<file path="src/rtl/sha256_msg_feeder.sv">
// rtl/sha256_msg_feeder.sv - SHA-256 message padder and block sequencer for an external compression core
//
// Takes a big-endian 32-bit word stream (first byte in [31:24]), appends the 0x80
// marker, zero fill and 64-bit bit-length, and hands 512-bit blocks to the compression
// core one at a time. The digest of each block is chained into the next; the digest of
// the length-carrying block is published on hash_out.
//
// Ports:
//   CLK, RST            clock, synchronous active-high reset
//   msg_*               word stream in (valid/ready handshake, last word + byte count)
//   core_start_out      one-cycle start to the compression core
//   core_message_out    current padded block, W0 in [511:480]
//   core_digest_out     chaining value for the current block
//   core_digest_in/core_valid_in  digest returned by the core
//   hash_out/hash_valid_out       final hash and its one-cycle update strobe
//   busy_out            high whenever a message is in flight
module sha256_msg_feeder #(
  parameter int LEN_W = 32
) (
  input  logic         CLK,
  input  logic         RST,
  input  logic         msg_valid_in,
  output logic         msg_ready_out,
  input  logic [31:0]  msg_data_in,
  input  logic         msg_last_in,
  input  logic [2:0]   msg_bytes_in,
  output logic         core_start_out,
  output logic [511:0] core_message_out,
  output logic [255:0] core_digest_out,
  input  logic [255:0] core_digest_in,
  input  logic         core_valid_in,
  output logic [255:0] hash_out,
  output logic         hash_valid_out,
  output logic         busy_out
);

  localparam logic [255:0] H0 = {32'h6a09e667, 32'hbb67ae85, 32'h3c6ef372, 32'ha54ff53a,
                                 32'h510e527f, 32'h9b05688c, 32'h1f83d9ab, 32'h5be0cd19};

  typedef enum logic [2:0] {S_IDLE, S_LOAD, S_PAD, S_START, S_WAIT, S_DONE} state_t;

  state_t           state, state_nxt;
  logic [31:0]      blk [16];
  logic [3:0]       word_idx;
  logic [LEN_W-1:0] byte_cnt;
  logic [255:0]     chain;
  logic             msg_done;     // last message word has been accepted
  logic             pad_pending;  // 0x80 marker still owed (message ended on a word boundary)
  logic             len_hi_done;  // word 14 of this block carries the length high half
  logic             final_blk;    // this block carries the full length field

  logic             xfer;
  logic [2:0]       tail_b;
  logic [31:0]      in_word;
  logic [31:0]      pad_word;
  logic [LEN_W-1:0] byte_inc;
  logic [63:0]      len_bits;

  assign len_bits        = 64'(byte_cnt) << 3;
  assign core_digest_out = chain;

  always_comb begin
    core_message_out = '0;
    for (int i = 0; i < 16; i++) core_message_out[511 - 32*i -: 32] = blk[i];
  end

  // Incoming word after tail masking and marker insertion.
  always_comb begin
    tail_b   = (msg_bytes_in > 3'd4) ? 3'd4 : msg_bytes_in;
    in_word  = msg_data_in;
    byte_inc = LEN_W'(4);
    if (msg_last_in) begin
      byte_inc = LEN_W'(tail_b);
      case (tail_b)
        3'd0:    in_word = 32'h8000_0000;
        3'd1:    in_word = {msg_data_in[31:24], 24'h80_0000};
        3'd2:    in_word = {msg_data_in[31:16], 16'h8000};
        3'd3:    in_word = {msg_data_in[31:8], 8'h80};
        default: in_word = msg_data_in;
      endcase
    end
  end

  // Padding word. Once the marker is placed, word 14 starts the length; word 15
  // completes it only if word 14 of this same block took the high half.
  always_comb begin
    if (pad_pending)                       pad_word = 32'h8000_0000;
    else if (word_idx == 4'd14)            pad_word = len_bits[63:32];
    else if (word_idx == 4'd15 && len_hi_done) pad_word = len_bits[31:0];
    else                                   pad_word = '0;
  end

  always_comb begin
    state_nxt      = state;
    msg_ready_out  = 1'b0;
    core_start_out = 1'b0;
    busy_out       = (state != S_IDLE);
    xfer           = 1'b0;
    case (state)
      S_IDLE, S_LOAD: begin
        msg_ready_out = 1'b1;
        xfer          = msg_valid_in;
        if (msg_valid_in) begin
          if (word_idx == 4'd15)  state_nxt = S_START;
          else if (msg_last_in)   state_nxt = S_PAD;
          else                    state_nxt = S_LOAD;
        end
      end
      S_PAD:   if (word_idx == 4'd15) state_nxt = S_START;
      S_START: begin
        core_start_out = 1'b1;
        state_nxt      = S_WAIT;
      end
      S_WAIT: begin
        if (core_valid_in) begin
          if (final_blk)     state_nxt = S_DONE;
          else if (msg_done) state_nxt = S_PAD;
          else               state_nxt = S_LOAD;
        end
      end
      S_DONE:  state_nxt = S_IDLE;
      default: state_nxt = S_IDLE;
    endcase
  end

  always_ff @(posedge CLK) begin
    if (RST) begin
      state          <= S_IDLE;
      word_idx       <= '0;
      byte_cnt       <= '0;
      chain          <= '0;
      msg_done       <= 1'b0;
      pad_pending    <= 1'b0;
      len_hi_done    <= 1'b0;
      final_blk      <= 1'b0;
      hash_out       <= '0;
      hash_valid_out <= 1'b0;
      for (int i = 0; i < 16; i++) blk[i] <= '0;
    end else begin
      state          <= state_nxt;
      hash_valid_out <= 1'b0;
      case (state)
        S_IDLE, S_LOAD: begin
          if (xfer) begin
            if (state == S_IDLE) chain <= H0;
            blk[word_idx] <= in_word;
            word_idx      <= word_idx + 4'd1;
            byte_cnt      <= byte_cnt + byte_inc;
            if (msg_last_in) begin
              msg_done    <= 1'b1;
              pad_pending <= (tail_b == 3'd4);
            end
          end
        end
        S_PAD: begin
          blk[word_idx] <= pad_word;
          word_idx      <= word_idx + 4'd1;
          if (pad_pending)                         pad_pending <= 1'b0;
          else if (word_idx == 4'd14)              len_hi_done <= 1'b1;
          else if (word_idx == 4'd15 && len_hi_done) final_blk <= 1'b1;
        end
        S_WAIT: begin
          if (core_valid_in) begin
            chain       <= core_digest_in;
            word_idx    <= '0;
            len_hi_done <= 1'b0;
          end
        end
        S_DONE: begin
          hash_out       <= chain;
          hash_valid_out <= 1'b1;
          byte_cnt       <= '0;
          msg_done       <= 1'b0;
          pad_pending    <= 1'b0;
          final_blk      <= 1'b0;
          word_idx       <= '0;
        end
        default: ;
      endcase
    end
  end

endmodule

</file>
<file path="config.mk">
export PLATFORM = sky130hd
export DESIGN_NAME = sha256_msg_feeder
export DESIGN_NICKNAME = d
export VERILOG_FILES = /design/src/rtl/sha256_msg_feeder.sv
export SDC_FILE = /design/constraint.sdc
export NUM_CORES = 1
export LEC_CHECK = 0
export ABC_AREA = 1
export CAP_MARGIN = 20
export CORE_AREA = 2 2 513 515
export DETAILED_ROUTE_END_ITERATION = 10
export DIE_AREA = 0 0 515 517
export DONT_BUFFER_PORTS = 1
export GPL_TIMING_DRIVEN = 0
export PLACE_DENSITY = 0.33
export SYNTH_ARGS = -nofsm -noshare
export SYNTH_HDL_FRONTEND = slang
export SYNTH_SLANG_ARGS = --single-unit
export TNS_END_PERCENT = 50
</file>
<file path="constraint.sdc">
create_clock -name CLK -period 5.3 [get_ports CLK]
set_clock_uncertainty 0.05 [all_clocks]
set_input_delay 1.06 -clock CLK [delete_from_list [all_inputs] [get_ports CLK]]
set_output_delay 1.06 -clock CLK [all_outputs]
set_load 0.01 [all_outputs]
</file>
==> results of run 1 <==
## state kept, by name, summed over array words and instances, names as in the netlist
signal / flops
byte_cnt: 32
len_hi_done: 1
core_digest_out: 256
final_blk: 1
word_idx: 4
hash_valid_out: 1
state: 3
blk: 512
pad_pending: 1
msg_done: 1
hash_out: 256
## through the flow
step | util [%] | hold WS, ps | cells | power, mW
2_1_floorplan | - | 395.3 | 3529 | 10.68
3_3_place_gp | 16.68 | 417.0 | 6949 | 11.97
3_5_place_dp | 16.83 | 421.4 | 6967 | 12.00
4_1_cts | 18.45 | 270.7 | 7202 | 21.30
5_1_grt | 18.47 | 295.2 | 7206 | 21.65
6_report | 18.48 | 353.2 | 7220 | 20.89
## how the worst min path moves through the flow
stage / slack, ps / to
3_3_place_gp: 420 / msg_done
3_5_place_dp: 420 / msg_done
2_1_floorplan: 400 / msg_done
6_report: 350 / core_digest_out[35]
4_1_cts: 270 / core_digest_out[103]
5_1_grt: 300 / core_digest_out[211]
## area by class of cell
| cell class | instances | area [um^2] | share of cell area, % |
|---|---|---|---|
| Clock inverter | 43 | 389.1 | 0.8065 |
| Antenna cell | 16 | 40.04 | 0.08298 |
| Timing Repair Buffer | 20 | 371.6 | 0.7702 |
| Multi-Input combinational cell | 1951 | 10270 | 21.28 |
| Clock buffer | 192 | 3862 | 8.005 |
| Tap cell | 3420 | 4279 | 8.869 |
| Buffer | 251 | 1562 | 3.236 |
| Inverter | 259 | 974.7 | 2.020 |
| Sequential cell | 1068 | 26510 | 54.93 |
## critical path: cells and delay by family (launching register included)
kind	cells	cell delay, ps
buffers and inverters	3	1010
DFF	1	420
and+or+nand+nor	6	1950
## power by group through the flow
stage | registers (mW) | clock network [mW] | logic, mW
floorplan | 9.62 | 0 | 1.07
global placement | 9.94 | 0 | 2.03
detailed placement | 9.93 | 0 | 2.08
CTS | 9.75 | 9.47 | 2.08
global route | 9.78 | 9.73 | 2.14
finish | 9.74 | 9.17 | 1.98
## Yosys cell counts, types with 19 or more instances
library cell | number | share of area [%]
clkbuf_1 | 81 | 0.77
dfxtp_1 | 556 | 28
nand2_1 | 520 | 5.0
inv_1 | 217 | 2.1
buf_2 | 89 | 1.1
nor2_1 | 562 | 5.4
nor3_1 | 147 | 1.9
nand3_1 | 36 | 0.46
buf_6 | 55 | 1.6
nor2_2 | 31 | 0.49
a22o_1 | 144 | 3.2
o21ai_1 | 19 | 0.24
a211oi_2 | 110 | 3.5
inv_2 | 41 | 0.39
a21oi_1 | 140 | 1.8
edfxtp_1 | 512 | 39
o21ai_0 | 150 | 1.9
nand4_1 | 26 | 0.41
## routing by layer
metal | part of all wire [%] | track usage, %
met1 | 35 | 16.61
met2 | 52 | 30.06
met3 | 8.5 | 5.612
met4 | 4.0 | 5.839
met5 | 0.069 | 0
## logic make-up after synthesis
group,after synthesis
AND/OR/NAND/NOR,1359
flip-flops,1068
AO/OA/AOI/OAI,583
buffers and inverters,510
adder cells (fa/ha/maj),8
XOR/XNOR,1
==> flow_metrics.py, run 1 <==
metrics = {
    "timing": {
        "period_needed_ps": 3838,
        "finalSetupTns_ps": 0,
        "fmax_ghz": 0.2606,
        "worst_pin_slew_ps": 1123,
        "finalHoldViolCount": 0,
        "min_period_over_period_pct": 72.41,
        "setup_ws_ps": 1462,
        "setup_viol": 0,
        "rsz0062_at_grt": "no",
        "slew_viol_final": 0,
        "slew_headroom_pct": 24.69,
    },
    "logic_synthesis": {
        "yosys.area_share.simple_pct": 14.53,
        "synth_top_family_by_area": "simple AND/OR/NAND/NOR gates",
        "async_reset_ff_share_pct": 0,
        "synth_seq_cells": 1068,
        "synth_edf_count": 512,
        "synth_mux_area_share_pct": 0,
        "ys_seq_area_share_pct": 67.50,
        "synth_flop_cell": "dfxtp_1",
        "synth_fa_ha_area_share_pct": 0.2740,
        "synth_area_um2": 39270,
        "syn_nets": 3833,
        "yosys_warnings": 0,
        "syn_inst": 3529,
        "synth-xor-area-share_pct": 0.02231,
        "ys_types": 46,
        "synth_compound_area_share_pct": 11.21,
        "syn_avg_cell_area_um2": 11.13,
    },
    "min_path": {
        "hold_path_depth": 2,
        "min_path_type": "input port to flop",
        "hold_start": "core_digest_in[35]",
    },
    "cts": {
        "cts_resized": 0,
        "cts_tree": "built",
        "cts_made_buffers": 142,
        "cts.clk_slew.worst_paths_ps": 60,
        "cts_setup_buffers": 0,
        "clock_latency_ps": 840,
        "htree_levels": 4,
        "hold_buffers": 0,
        "clock-sinks": 1068,
        "clockRootBuffer": "clkbuf_16",
        "clockBufferDepth": 4,
    },
    "detailed_routing": {
        "num_vias": 27830,
        "drcViolationCount": 0,
        "routed_wl_mm": 225.1,
        "drt-wirelength-per-cell_um": 31.17,
        "routed_via_density": 3.855,
        "drtIter0Drc": 1890,
        "ant_nets": 0,
        "drt_pass1_iterations": 8,
    },
    "die": {
        "io_pins": 1324,
        "die_area_um2": 266300,
        "fp.coreArea_um2": 261100,
        "fp-row-count": 188,
        "die_h_um": 517,
        "die_x_um": 515,
        "start_util_pct": 15.04,
    },
    "global_routing": {
        "grt_use_total_pct": 16.17,
        "grt_max_degree": 33,
        "antenna_found_initial": 36,
        "grt_overflow": 0,
        "grt_pass1_wl_mm": 286.8,
        "grt_pass1_vias": 27580,
    },
    "worst_setup_path": {
        "worst_ep_arrival_time_ps": 4230,
        "crit_end": "blk[10][7]",
        "crit_path_max_incr_delay_ps": 540,
        "r2r_start": "state[1]",
        "cp_data_required_time_ps": 5700,
        "crit_top_cell": "nand2_2",
        "r2r_slack_ps": 1460,
        "cp-start-kind": "flop",
        "worstPathCellList": "nor2_4 > nand2_2 > nand2_2 > nand2_2 > nor3_1 > inv_1 > buf_2 > nand2_2 > buf_12",
        "critPathKind": "flop to flop",
        "setup.worst_path.start": "state[1]",
        "rr_endpoint": "blk[10][7]",
        "crit_slowest_cell": "nor3_1",
        "critPathMaxFanout": 23,
        "r2r_cells": 9,
        "cp-end-kind": "flop",
    },
    "power_and_ir_drop": {
        "intPower_mw": 14.84,
        "comb_power_share_pct": 9.5,
        "netSwitchingPower_mw": 6.046,
        "seqPwrFrac_pct": 46.6,
        "p_clk_share_pct": 43.9,
        "switching_share_pct": 28.94,
        "leakagePower_nw": 16.77,
        "power_density_nw_per_um2": 432.9,
        "vdd_drop_max_mv": 0.2816,
    },
    "place": {
        "dpl.hpwl_mm": 183.0,
        "port_buffers": 0,
        "preCtsSetupSlack_ps": 195.9,
        "placed_area_um2": 43930,
        "globalplace.congestion": 0.9047,
    },
    "layout": {
        "final_nets": 3997,
        "syn_to_final_growth_pct": 22.88,
        "final_common_cell": "nor2_1",
        "design_area_um2": 48250,
        "n_fill_cell": 28760,
        "mostFrequentLayoutCells": "nor2_1, dfxtp_1, edfxtp_1",
        "drive_above_1_share_pct": 16.25,
    },
    "outcome": {
        "status": "complete, no violations",
    },
    "job": {
        "cap_viol_max_count": 0,
    },
}
(Power assumes the default switching activity.)
==> run 2, diff against run 1 <==
clock period = 3.4 ns   (was 5.3 ns; I/O delays follow)
==> flow_metrics.py, run 2 (synthesis gave the netlist of run 1 again) <==
metrics = {
    "min_path": {
        "min_path_type": "input port to flop",
    },
    "detailed_routing": {
        "drtIter0Drc": 1957,
        "routed_wl_mm": 225.5,
        "routed_via_density": 3.851,
        "drt-wirelength-per-cell_um": 30.17,
        "ant_nets": 0,
        "drcViolationCount": 0,
        "num_vias": 28780,
        "drt_pass1_iterations": 7,
    },
    "power_and_ir_drop": {
        "switching_share_pct": 28.97,
        "comb_power_share_pct": 10.3,
        "vdd_drop_max_mv": 0.4340,
        "seqPwrFrac_pct": 46.2,
        "finalPower_mw": 32.85,
        "p_clk_share_pct": 43.5,
        "power_density_nw_per_um2": 645.5,
        "leakagePower_nw": 17.88,
        "intPower_mw": 23.33,
        "netSwitchingPower_mw": 9.515,
    },
    "job": {
        "cap_viol_max_count": 0,
    },
    "timing": {
        "slew_viol_final": 0,
        "finalHoldViolCount": 0,
        "finalSetupTns_ps": 0,
        "fmax_ghz": 0.3134,
        "rsz0062_at_grt": "no",
        "hold_ws_ps": 94.29,
        "worst_pin_slew_ps": 1098,
        "slew_headroom_pct": 26.80,
        "period_needed_ps": 3191,
        "min_period_over_period_pct": 93.86,
        "setup_ws_ps": 208.8,
        "setup_viol": 0,
    },
    "die": {
        "fp.coreArea_um2": 261100,
        "fp-row-count": 188,
        "die_x_um": 515,
        "start_util_pct": 15.04,
        "io_pins": 1324,
        "die_h_um": 517,
        "die_area_um2": 266300,
    },
    "cts": {
        "clockRootBuffer": "clkbuf_16",
        "cts_tree": "built",
        "clockBufferDepth": 4,
        "clock_latency_ps": 830,
        "clock-sinks": 1068,
        "htree_levels": 4,
        "cts.clk_slew.worst_paths_ps": 60,
        "cts_made_buffers": 142,
    },
    "layout": {
        "final_nets": 4246,
        "final_common_cell": "nor2_1",
        "fin_util_pct": 19.49,
        "finalNonFillerCells": 7474,
        "mostFrequentLayoutCells": "nor2_1, dfxtp_1, edfxtp_1",
        "drive_above_1_share_pct": 15.52,
        "n_fill_cell": 28610,
        "largest_reg_flops": 512,
        "syn_to_final_growth_pct": 29.60,
        "design_area_um2": 50890,
        "regMostFlops": "blk",
    },
    "place": {
        "preCtsSetupSlack_ps": -1324,
        "dpl.hpwl_mm": 183.0,
        "globalplace.congestion": 0.9047,
        "placed_area_um2": 43930,
        "port_buffers": 0,
        "dpl.cell_count": 6967,
    },
    "worst_setup_path": {
        "cp-end-kind": "flop",
        "cp-start-kind": "flop",
        "cp_data_required_time_ps": 3860,
        "critPathKind": "flop to flop",
        "worst_ep_arrival_time_ps": 3650,
        "critPathMaxFanout": 10,
    },
    "global_routing": {
        "grt_pass1_wl_mm": 288.9,
        "grt_overflow": 0,
        "grt_use_total_pct": 16.20,
        "antenna_found_initial": 40,
        "grt_max_degree": 33,
        "grt_pass1_vias": 28650,
    },
    "outcome": {
        "status": "complete, no violations",
    },
}
-- run 2: final timing paths --
check        slack [ps]  depth (start not counted)                   to          startpoint
max                 210                         10            blk[4][6]         word_idx[0]
min                  90                          2  core_digest_out[47]  core_digest_in[47]
max reg2reg         210                         10            blk[4][6]         word_idx[0]
min reg2reg         440                          2             msg_done            msg_done
-- run 2: timing repair --
item                                    CTS  global route
endpoints found under the hold margin   248             0
pin swaps                                 3             0
resized for setup                        29             1
hold buffers                            247             0
endpoints found under the setup margin  361             1
buffers inserted                          2             0
-- run 2: critical path: stages, from the launching register on --
cell and delay [ps]:
dfxtp_1 360, inv_1 110, ha_1 150, inv_1 160
nor2_8 330, inv_1 100, nand3_1 310, nor2_4 130
a21boi_2 840, buf_6 290, nor2_1 50
-- run 2: area by class of cell --
class	count	area (um^2)	area share (%)
clock inverters	43	389.1	0.7647
well taps	3420	4279	8.409
diodes	21	52.55	0.1033
repair buffers	269	2863	5.626
multi-input cells	1951	10390	20.42
inverters	259	978.4	1.923
clock buffers	192	3862	7.590
plain buffers	251	1564	3.073
flip-flops and latches	1068	26510	52.09
-- run 2: metal layers --
layer	up-vias	part of all wire, %	track usage, %
met5	-	0.060	0
met4	20	4.1	6.073
met3	299	7.8	5.071
met2	1395	52	30.19
met1	14240	36	16.83
li1	12830	-	-
-- run 2: power groups by stage --
stage,clock network [mW],logic [mW],registers (mW)
3_3_place_gp,0,3.16,15.5
4_1_cts,14.8,3.53,15.2
5_1_grt,15.2,3.63,15.2
6_report,14.3,3.37,15.2
2_1_floorplan,0,1.66,15.0
3_5_place_dp,0,3.24,15.5
